**config.mk**
```make
export PLATFORM = sky130hd
export DESIGN_NAME = uart_tx
export DESIGN_NICKNAME = d
export VERILOG_FILES = /design/src/rtl/uart_pkg.sv /design/src/rtl/bit_timer.sv /design/src/rtl/uart_tx.sv
export SDC_FILE = /design/constraint.sdc
export NUM_CORES = 1
export LEC_CHECK = 0
export CAP_MARGIN = 20
export CORE_MARGIN = 1.5
export CORE_UTILIZATION = 30
export CTS_BUF_LIST = sky130_fd_sc_hd__clkbuf_16
export CTS_CLUSTER_DIAMETER = 40
export DETAILED_ROUTE_END_ITERATION = 10
export SYNTH_ARGS = -nofsm -noshare
export SYNTH_HDL_FRONTEND = slang
export SYNTH_HIERARCHICAL = 1
export SYNTH_SLANG_ARGS = --single-unit
```
**constraint.sdc**
```tcl
create_clock -name clk -period 2.35 [get_ports clk]
set_input_delay 0.235 -clock clk [delete_from_list [all_inputs] [get_ports clk]]
set_output_delay 0.235 -clock clk [all_outputs]
set_load 0.01 [all_outputs]
```
**src/rtl/uart_pkg.sv**
```systemverilog
// Shared UART definitions: frame FSM states, default baud timing and the
// parity helper. The receiver reuses this package.
package uart_pkg;

  // Transmit frame states; the encoding is explicit so that unused codes
  // (5..7) are well defined and recover to IDLE.
  typedef enum logic [2:0] {
    IDLE   = 3'd0,
    START  = 3'd1,
    DATA   = 3'd2,
    PARITY = 3'd3,
    STOP   = 3'd4
  } tx_state_t;

  // Board clock and line rate.
  localparam int unsigned CLK_HZ = 32'd100_000_000;
  localparam int unsigned BAUD   = 32'd9600;

  // Clock cycles per serial bit, rounded to nearest (100 MHz / 9600 -> 10417).
  localparam int unsigned DEFAULT_CLKS_PER_BIT = (CLK_HZ + (BAUD / 32'd2)) / BAUD;

  // Widest payload supported by either end of the link.
  localparam int unsigned MAX_DATA_BITS = 32'd8;

  // Parity over a zero-extended payload; zero padding does not change the
  // XOR, so narrower frames can share this helper. odd = 1 selects odd parity.
  function automatic logic parity_bit(input logic [MAX_DATA_BITS-1:0] data,
                                      input logic                     odd);
    return (^data) ^ odd;
  endfunction

endpackage

```
**src/rtl/bit_timer.sv**
```systemverilog
// Restartable modulo-CLKS_PER_BIT counter. bit_tick pulses for one cycle on
// the terminal count so the frame FSM can advance exactly once per bit.
module bit_timer
  import uart_pkg::*;
#(
  parameter int unsigned CLKS_PER_BIT = DEFAULT_CLKS_PER_BIT  // must be >= 2
) (
  input  logic clk,
  input  logic rst_n,
  input  logic restart,
  input  logic run,
  output logic bit_tick
);

  localparam int unsigned CNT_W = $clog2(CLKS_PER_BIT);
  localparam logic [CNT_W-1:0] TERM_CNT = CNT_W'(CLKS_PER_BIT - 32'd1);

  logic [CNT_W-1:0] cnt_q;
  logic [CNT_W-1:0] cnt_d;

  // Next count: restart or idle forces zero, otherwise count and wrap.
  always_comb begin
    cnt_d = cnt_q;
    if (restart) begin
      cnt_d = '0;
    end else if (!run) begin
      cnt_d = '0;
    end else if (cnt_q == TERM_CNT) begin
      cnt_d = '0;
    end else begin
      cnt_d = cnt_q + CNT_W'(1'b1);
    end
  end

  // Counter register.
  always_ff @(posedge clk or negedge rst_n) begin
    if (!rst_n) begin
      cnt_q <= '0;
    end else begin
      cnt_q <= cnt_d;
    end
  end

  // Tick only while a frame is running; the count is held at zero otherwise.
  assign bit_tick = run && (cnt_q == TERM_CNT);

endmodule

```
**src/rtl/uart_tx.sv**
```systemverilog
// UART transmitter: accepts a byte on a valid/ready handshake and sends
// start bit, LSB-first data, optional parity and 1 or 2 stop bits. The line
// output is a flop that follows the current state, so tx changes one cycle
// after the state does and can never glitch.
module uart_tx
  import uart_pkg::*;
#(
  parameter int unsigned CLKS_PER_BIT = DEFAULT_CLKS_PER_BIT,  // >= 2
  parameter int unsigned DATA_BITS    = 32'd8,                // 5..8
  parameter int unsigned PARITY_EN    = 32'd0,                // 1 = parity bit
  parameter int unsigned PARITY_ODD   = 32'd0,                // 1 = odd parity
  parameter int unsigned STOP_BITS    = 32'd1                 // 1 or 2
) (
  input  logic                 clk,
  input  logic                 rst_n,
  input  logic [DATA_BITS-1:0] tx_data,
  input  logic                 tx_valid,
  output logic                 tx_ready,
  output logic                 tx,
  output logic                 busy
);

  localparam int unsigned IDX_W  = $clog2(DATA_BITS + 32'd1);
  localparam int unsigned STOP_W = 32'd1;
  localparam logic [IDX_W-1:0]  LAST_IDX  = IDX_W'(DATA_BITS - 32'd1);
  localparam logic [STOP_W-1:0] LAST_STOP = STOP_W'(STOP_BITS - 32'd1);
  localparam logic              ODD_SEL   = (PARITY_ODD != 32'd0) ? 1'b1 : 1'b0;
  localparam tx_state_t         AFTER_DATA = (PARITY_EN != 32'd0) ? PARITY : STOP;

  tx_state_t            state_q,    state_d;
  logic [IDX_W-1:0]     bit_idx_q,  bit_idx_d;
  logic [STOP_W-1:0]    stop_cnt_q, stop_cnt_d;
  logic [DATA_BITS-1:0] shift_q,    shift_d;
  logic                 parity_q,   parity_d;
  logic                 tx_q,       tx_d;
  logic                 tx_ready_q, tx_ready_d;
  logic                 busy_q,     busy_d;

  logic accept_s;
  logic run_s;
  logic bit_tick_s;

  // A byte is taken only in IDLE while ready is advertised.
  assign accept_s = (state_q == IDLE) && tx_ready_q && tx_valid;
  assign run_s    = (state_q != IDLE);

  bit_timer #(
    .CLKS_PER_BIT (CLKS_PER_BIT)
  ) u_bit_timer (
    .clk      (clk),
    .rst_n    (rst_n),
    .restart  (accept_s),
    .run      (run_s),
    .bit_tick (bit_tick_s)
  );

  // Frame FSM: next state, shift/parity capture and the next line level.
  always_comb begin
    state_d    = state_q;
    bit_idx_d  = bit_idx_q;
    stop_cnt_d = stop_cnt_q;
    shift_d    = shift_q;
    parity_d   = parity_q;
    tx_d       = 1'b1;

    case (state_q)
      IDLE: begin
        tx_d = 1'b1;
        if (accept_s) begin
          state_d  = START;
          shift_d  = tx_data;
          parity_d = parity_bit(MAX_DATA_BITS'(tx_data), ODD_SEL);
        end else begin
          state_d = IDLE;
        end
      end

      START: begin
        tx_d = 1'b0;
        if (bit_tick_s) begin
          state_d   = DATA;
          bit_idx_d = '0;
        end else begin
          state_d = START;
        end
      end

      DATA: begin
        tx_d = shift_q[0];
        if (bit_tick_s) begin
          shift_d = {1'b0, shift_q[DATA_BITS-1:1]};
          if (bit_idx_q == LAST_IDX) begin
            state_d    = AFTER_DATA;
            stop_cnt_d = '0;
          end else begin
            bit_idx_d = bit_idx_q + IDX_W'(1'b1);
          end
        end else begin
          state_d = DATA;
        end
      end

      PARITY: begin
        tx_d = parity_q;
        if (bit_tick_s) begin
          state_d    = STOP;
          stop_cnt_d = '0;
        end else begin
          state_d = PARITY;
        end
      end

      STOP: begin
        tx_d = 1'b1;
        if (bit_tick_s) begin
          if (stop_cnt_q == LAST_STOP) begin
            state_d = IDLE;
          end else begin
            stop_cnt_d = stop_cnt_q + STOP_W'(1'b1);
          end
        end else begin
          state_d = STOP;
        end
      end

      default: begin
        // Unused encodings fall back to an idle, high line.
        state_d = IDLE;
        tx_d    = 1'b1;
      end
    endcase
  end

  // Handshake flags are registered from the next state so ready/busy line up
  // exactly with the state register and stay complementary.
  always_comb begin
    tx_ready_d = (state_d == IDLE);
    busy_d     = (state_d != IDLE);
  end

  // State, datapath and output registers; reset aborts any frame at once.
  always_ff @(posedge clk or negedge rst_n) begin
    if (!rst_n) begin
      state_q    <= IDLE;
      bit_idx_q  <= '0;
      stop_cnt_q <= '0;
      shift_q    <= '0;
      parity_q   <= 1'b0;
      tx_q       <= 1'b1;
      tx_ready_q <= 1'b1;
      busy_q     <= 1'b0;
    end else begin
      state_q    <= state_d;
      bit_idx_q  <= bit_idx_d;
      stop_cnt_q <= stop_cnt_d;
      shift_q    <= shift_d;
      parity_q   <= parity_d;
      tx_q       <= tx_d;
      tx_ready_q <= tx_ready_d;
      busy_q     <= busy_d;
    end
  end

  assign tx       = tx_q;
  assign tx_ready = tx_ready_q;
  assign busy     = busy_q;

endmodule

```
==> run_results.csv, run 1 <==
group,metric,value,unit
run_status,status,"finished clean",
timing,finalSetupViolCount,0,
power_and_ir_drop,powerDensity,580,nW/um^2
synthesis,synth_area_per_cell,9.71,sq um
synthesis,yosysTopAreaCellShare,45.2,%
worst_setup_path,reg2reg_depth,6,
synthesis,synth_edf_count,0,
cts,clock_latency,280,ps
power_and_ir_drop,cellLeakagePower,0.905,nW
worst_setup_path,cp_common_cell,"or4b_1",
timing,fin_skew,5.01,ps
cells_and_area,n_antenna_cell,0,
cells_and_area,final_core_util,39.0,%
cts,clk_pin_slew,50,ps
floorplanning,ios,14,
floorplanning,initial_core_util,31.2,%
cts,cts_buffer_depth,2,
synthesis,ys_seq_area_share,48.2,%
global_routing,grt_pass1_vias,1267,
routing,drc,0,
floorplanning,die_x,78.7,um
timing,slew_viol_final,0,
cts,htreeDepth,2,
timing,timing.hold.ws,297,ps
cells_and_area,final_cell_area,2150,sq um
synthesis,syn_nets,191,
worst_setup_path,slowest_stage,"or4b_1",
synthesis,synthesis.area,1720,sq um
placement,dp_cells,267,
timing,timing.final.crit_share,95.5,%
run,cap_violations,0,
power_and_ir_drop,ir_drop,0.238,mV
worst_setup_path,cpPeakStageDelay,540,ps
cells_and_area,fillCellCount,542,
placement,gp_congestion,0.737,
synthesis,synthArstFlopShare,100,%
worst_setup_path,worstPathArrival,2400,ps
floorplanning,core-area,5510,sq um
routing,drt_iter0_markers,56,
cells_and_area,area.growth.synth_to_final,25.0,%
worst_setup_path,criticalPathCategory,"register to register",
cts,cts-hold-fix-buffers,0,
synthesis,ys_ff_latch,33,
worst_setup_path,start_kind,"register",
timing,hold_viol,0,
routing,drt-pass1-iter-count,4,
cells_and_area,drive_above_1_share,14.8,%
worst_setup_path,worstPathRequired,2500,ps
worst_setup_path,path_buf_inv,0,
placement,place_area,1990,sq um
routing,wl_per_cell,11.4,um
floorplanning,dieArea,6190,sq um
worst_setup_path,crit_cells,6,
timing,period_needed,2240,ps
placement,port_buffers,13,
synthesis,synth-main-ff-cell,"dfrtp_1",
timing,fmax,445,MHz
worst_setup_path,crit_chain,"or4b_1 > nor4_2 > and2_4 > or4b_1 > xor2_1 > nor2_2",
worst_setup_path,crit_fanout,8,
worst_setup_path,cp-end-kind,"register",
routing,wl,3.15,mm
routing,postRouteAntennaNets,0,
floorplanning,rows,27,
worst_setup_path,cp_top_family,"simple AND/OR/NAND/NOR gates",
worst_hold_path,hold_class,"input port to async pin",
global_routing,antenna_found_initial,0,
timing,relSlewSlack,67.2,%
synthesis,ys_warn_count,6,
timing,worst_pin_slew,490,ps
cts,root_buffer,"clkbuf_16",
cells_and_area,nets,216,
placement,dpl.hpwl,2.35,mm
cts,cts_tree,"yes",
cells_and_area,stdcell_count,275,
global_routing,track_usage,12.4,%
routing,via_per_inst,4.52,
floorplanning,die_y,78.7,um
synthesis,synth_cells,177,
cts,cts_buffers,5,
timing,tns,0,ps
synthesis,synth_area_leaders,"dfrtp_1 (45%), xnor2_1 (7.1%), nor2_1 (6.1%)",
global_routing,grt_max_degree,16,
synthesis,synth_top_area_cell,"dfrtp_1",
routing,vias,1243,
global_routing,grt_remaining_overflow,0,
cts,cts.sinks,33,
global_routing,grt_pass1_wl,5.84,mm
synthesis,yosysUniqueCellTypes,36,
-- Yosys cell counts (2+ instances only) --
| cell | n |
|---|---|
| xnor2_1 | 14 |
| nand2_1 | 11 |
| ha_1 | 3 |
| inv_1 | 8 |
| nand3_1 | 7 |
| nor3b_1 | 3 |
| or3b_1 | 2 |
| buf_6 | 2 |
| nor2_1 | 28 |
| nand2b_1 | 3 |
| dfrtp_1 | 31 |
| xor2_1 | 6 |
| nand4_1 | 3 |
| a21oi_1 | 10 |
| nand3b_1 | 2 |
| or4b_1 | 2 |
| mux2i_1 | 8 |
| o21ai_0 | 10 |
| nor3_1 | 2 |
| buf_2 | 4 |
| clkbuf_1 | 2 |
| dfstp_2 | 2 |
-- layout make-up --
| class | instances | area (sq um) | share of cell area [%] |
|---|---|---|---|
| Clock buffer | 5 | 125 | 5.83 |
| Sequential cell | 33 | 828 | 38.6 |
| Tap cell | 72 | 90.1 | 4.20 |
| Multi-Input combinational cell | 128 | 832 | 38.8 |
| Inverter | 8 | 30.0 | 1.40 |
| Timing Repair Buffer | 26 | 228 | 10.6 |
| Clock inverter | 3 | 13.8 | 0.641 |
-- path summary, 6_finish.rpt --
check	from	end	slack, ps
max	u_bit_timer/cnt_q[2]	bit_idx_q[3]	110
min	rst_n	busy	300
max reg2reg	u_bit_timer/cnt_q[2]	bit_idx_q[3]	110
min reg2reg	parity_q	parity_q	480
max in group asynchronous	rst_n	u_bit_timer/cnt_q[13]	1490
min in group clk	parity_q	parity_q	480
-- logic make-up (layout without fill, tap and decap cells) --
kind of cell | Yosys count | count (layout) | share of synthesized area, %
compound gates | 22 | 22 | 6.99
xor+xnor | 20 | 20 | 10.2
fa+ha+maj | 3 | 3 | 2.19
buf+inv | 16 | 42 | 4.66
flops | 33 | 33 | 48.2
mux | 8 | 8 | 4.66
simple gates | 75 | 75 | 23.1
-- cell usage in the layout (no fill, tap or decap), drive strengths merged, types with 2 or more instances in the layout --
cell type       n
nor2           29
clkinv          2
nand4           3
or2             2
buf            13
xor2            6
or3b            3
nand2          11
dfstp           2
mux2i           8
clkdlybuf4s50  13
or4b            2
nand3b          2
o21ai          10
nor3            2
clkbuf          5
nor3b           3
ha              3
dfrtp          31
xnor2          14
a21oi          10
nand3           7
inv             9
nand2b          3
-- per-stage QoR --
stage	power [mW]	setup WS, ps
after floorplan	0.615	8.07
after global placement	0.653	112
after detailed placement	0.654	90.8
after CTS	1.27	73.4
after global routing	1.30	-21.7
final	1.25	105
-- flip-flops by register name, summed over array words and instances (netlist names) --
| signal | flops |
|---|---|
| u_bit_timer/cnt_q | 14 |
| shift_q | 8 |
| bit_idx_q | 4 |
| state_q | 3 |
| busy | 1 |
| parity_q | 1 |
| tx | 1 |
| tx_ready | 1 |
-- power by group --
| group | internal [mW] | total (mW) | switching, mW |
|---|---|---|---|
| registers | 0.576 | 0.579 | 0.00301 |
| logic | 0.0349 | 0.0641 | 0.0291 |
| clock network | 0.383 | 0.603 | 0.219 |
-- repair_timing --
item | 4_1_cts | 5_1_grt
gates resized for setup | 0 | 3
endpoints found under the hold margin | 0 | 0
setup endpoints to repair | 0 | 3
setup buffers | 0 | 0
-- routing by layer --
metal,GRT usage [%],vias up,wire length (um)
met4,6.79,0,62
li1,-,640,-
met3,3.84,5,114
met5,0,-,0
met1,15.9,578,1510
met2,18.6,20,1460
Power figures use the tool's default switching activity.
==> run 2: changes to the inputs <==
ABC_CLOCK_PERIOD_IN_PS = 2350   (was unset)
==> results of run 2 <==
The final DEF is identical to that of run 1; final timing and power are the same.
==> run 3: changes to the inputs <==
CORE_ASPECT_RATIO = 2   (was unset)
==> run_results.csv, run 3 (same netlist as run 1, synthesis figures left out) <==
group,metric,value,unit
timing,grt_setup_unrepaired,"false",
routing,wl_per_cell,12.4,um
power_and_ir_drop,p_int,0.989,mW
cells_and_area,register_area,828,sq um
worst_setup_path,reg2reg_depth,6,
power_and_ir_drop,seqPwrFrac,46.4,%
cts,htreeDepth,2,
floorplanning,rows,38,
worst_setup_path,r2r_end,"bit_idx_q[3]",
routing,vias,1292,
cells_and_area,n_antenna_cell,0,
cells_and_area,top_regs,"u_bit_timer/cnt_q (14), shift_q (8), bit_idx_q (4)",
power_and_ir_drop,powerDensity,588,nW/um^2
worst_setup_path,crit_fanout,8,
placement,gp_congestion,0.767,
timing,relSlewSlack,72.0,%
cells_and_area,top_register,"u_bit_timer/cnt_q",
cts,cts_buffers,5,
worst_setup_path,criticalPathCategory,"register to register",
cts,root_buffer,"clkbuf_16",
worst_setup_path,r2r_setup_slack,140,ps
cts,clock_latency,280,ps
placement,dpl.hpwl,2.38,mm
power_and_ir_drop,p_sw,0.257,mW
global_routing,grt_remaining_overflow,0,
global_routing,grt_pass1_wl,5.58,mm
floorplanning,dieArea,6220,sq um
floorplanning,ios,14,
global_routing,grt_pass1_vias,1256,
timing,finalSetupViolCount,0,
floorplanning,initial_core_util,31.4,%
worst_setup_path,reg2reg_from,"u_bit_timer/cnt_q[2]",
routing,postRouteAntennaNets,0,
power_and_ir_drop,p_sw_share,20.6,%
worst_setup_path,worstPathArrival,2370,ps
floorplanning,core-area,5470,sq um
timing,hold_viol,0,
cells_and_area,multi_input_area,832,sq um
cells_and_area,fillCellCount,554,
timing,timing.final.crit_share,93.9,%
cells_and_area,drive_above_1_share,13.4,%
worst_setup_path,cp-end-kind,"register",
routing,drt-pass1-iter-count,4,
cells_and_area,largest_reg_flops,14,
routing,wl,3.26,mm
worst_setup_path,worstPathRequired,2510,ps
worst_setup_path,cpPeakStageDelay,530,ps
worst_setup_path,slowest_stage,"or4b_1",
cts,cts_tree,"yes",
cts,cts.sinks,33,
placement,dp_cells,254,
cts,cts_buffer_depth,2,
power_and_ir_drop,clkPwrFrac,48.6,%
worst_hold_path,hold_class,"input port to async pin",
global_routing,antenna_found_initial,0,
worst_setup_path,cp_top_family,"simple AND/OR/NAND/NOR gates",
cells_and_area,stdcell_count,262,
timing,tns,0,ps
timing,slew_viol_final,0,
routing,via_per_inst,4.93,
cells_and_area,final_cell_mix,"dfrtp_1 (31), nor2_1 (28), xnor2_1 (14), clkdlybuf4s50_1 (13), buf_4 (12)",
run_status,status,"finished clean",
power_and_ir_drop,ir_drop,0.370,mV
floorplanning,die_x,56.5,um
timing,fmax,453,MHz
cts,clk_pin_slew,50,ps
worst_setup_path,worstSetupStartpoint,"u_bit_timer/cnt_q[2]",
placement,port_buffers,13,
global_routing,grt_max_degree,34,
worst_setup_path,start_kind,"register",
worst_setup_path,crit_chain,"or4b_1 > nor4_2 > and2_4 > or4b_1 > xor2_1 > nor2_2",
power_and_ir_drop,cellLeakagePower,0.904,nW
cells_and_area,area.growth.synth_to_final,23.5,%
cells_and_area,nets,215,
worst_setup_path,cp_common_cell,"or4b_1",
run,cap_violations,0,
worst_setup_path,path_buf_inv,0,
routing,drc,0,
cts,cts-hold-fix-buffers,0,
power_and_ir_drop,pwr-share-comb,5.0,%
routing,drt_iter0_markers,30,
timing,worst_pin_slew,414,ps
timing,period_needed,2210,ps
floorplanning,die_y,110,um
timing,fin_skew,3.78,ps
global_routing,track_usage,11.8,%
cells_and_area,final_common_cell,"dfrtp_1",
-- run 3: cell types whose count changed in the layout (fill, tap and decap cells not counted) --
cell      delta
clkinv_2     -2
inv_1        +2
buf_4        -1
-- run 3: layer usage --
| metal | GRT usage [%] | routed length, um | vias to the layer above | share of wire [%] |
|---|---|---|---|---|
| met5 | 0 | 0 | - | 0 |
| li1 | - | - | 641 | - |
| met3 | 2.45 | 113 | 7 | 3.5 |
| met1 | 11.5 | 1280 | 621 | 39 |
| met4 | 7.14 | 95 | 0 | 2.9 |
| met2 | 22.1 | 1770 | 23 | 54 |
-- run 3: worst max path at each step --
stage	endpoint	cells after the start
after global placement	bit_idx_q[3]	6
after floorplan	bit_idx_q[2]	8
after detailed placement	bit_idx_q[2]	7
after global routing	bit_idx_q[3]	6
final	bit_idx_q[3]	6
after CTS	bit_idx_q[2]	7
-- run 3: worst reg2reg max path, delay by kind of cell (launching register included) --
family,cells,cell delay (ps)
XOR/XNOR,1,180
flip-flops,1,360
AND/OR/NAND/NOR,5,1540
-- run 3: area by class of cell --
| cell class | count | share of cell area [%] |
|---|---|---|
| clock inverter | 3 | 0.531 |
| timing repair buffer | 25 | 10.4 |
| sequential | 33 | 39.0 |
| inverter | 8 | 1.42 |
| clock buffer | 5 | 5.90 |
| tap | 60 | 3.54 |
| multi-input combinational | 128 | 39.2 |
-- run 3: power by group through the flow --
stage	Sequential [mW]	Clock (mW)	Combinational, mW
after global placement	0.588	0	0.0634
after floorplan	0.587	0	0.0280
final	0.578	0.606	0.0625
after CTS	0.578	0.622	0.0643
after detailed placement	0.588	0	0.0640
after global routing	0.578	0.643	0.0697
-- run 3: what timing repair did --
item	CTS	global route
resized for setup	0	3
setup endpoints to repair	0	12
setup buffers	0	0
hold endpoints to repair	0	0
-- run 3: stage by stage --
| step | hold WS, ps | utilization, % | instance area, sq um | worst slack, ps | power (mW) |
|---|---|---|---|---|---|
| after floorplan | -60.6 | - | 1720 | 8.07 | 0.615 |
| final | 364 | 38.8 | 2120 | 143 | 1.25 |
| after CTS | 385 | 38.5 | 2110 | 78.2 | 1.26 |
| after global placement | 467 | 36.0 | 1970 | 123 | 0.651 |
| after detailed placement | 481 | 36.0 | 1970 | 81.5 | 0.652 |
| after global routing | 439 | 38.8 | 2120 | 2.04 | 1.29 |
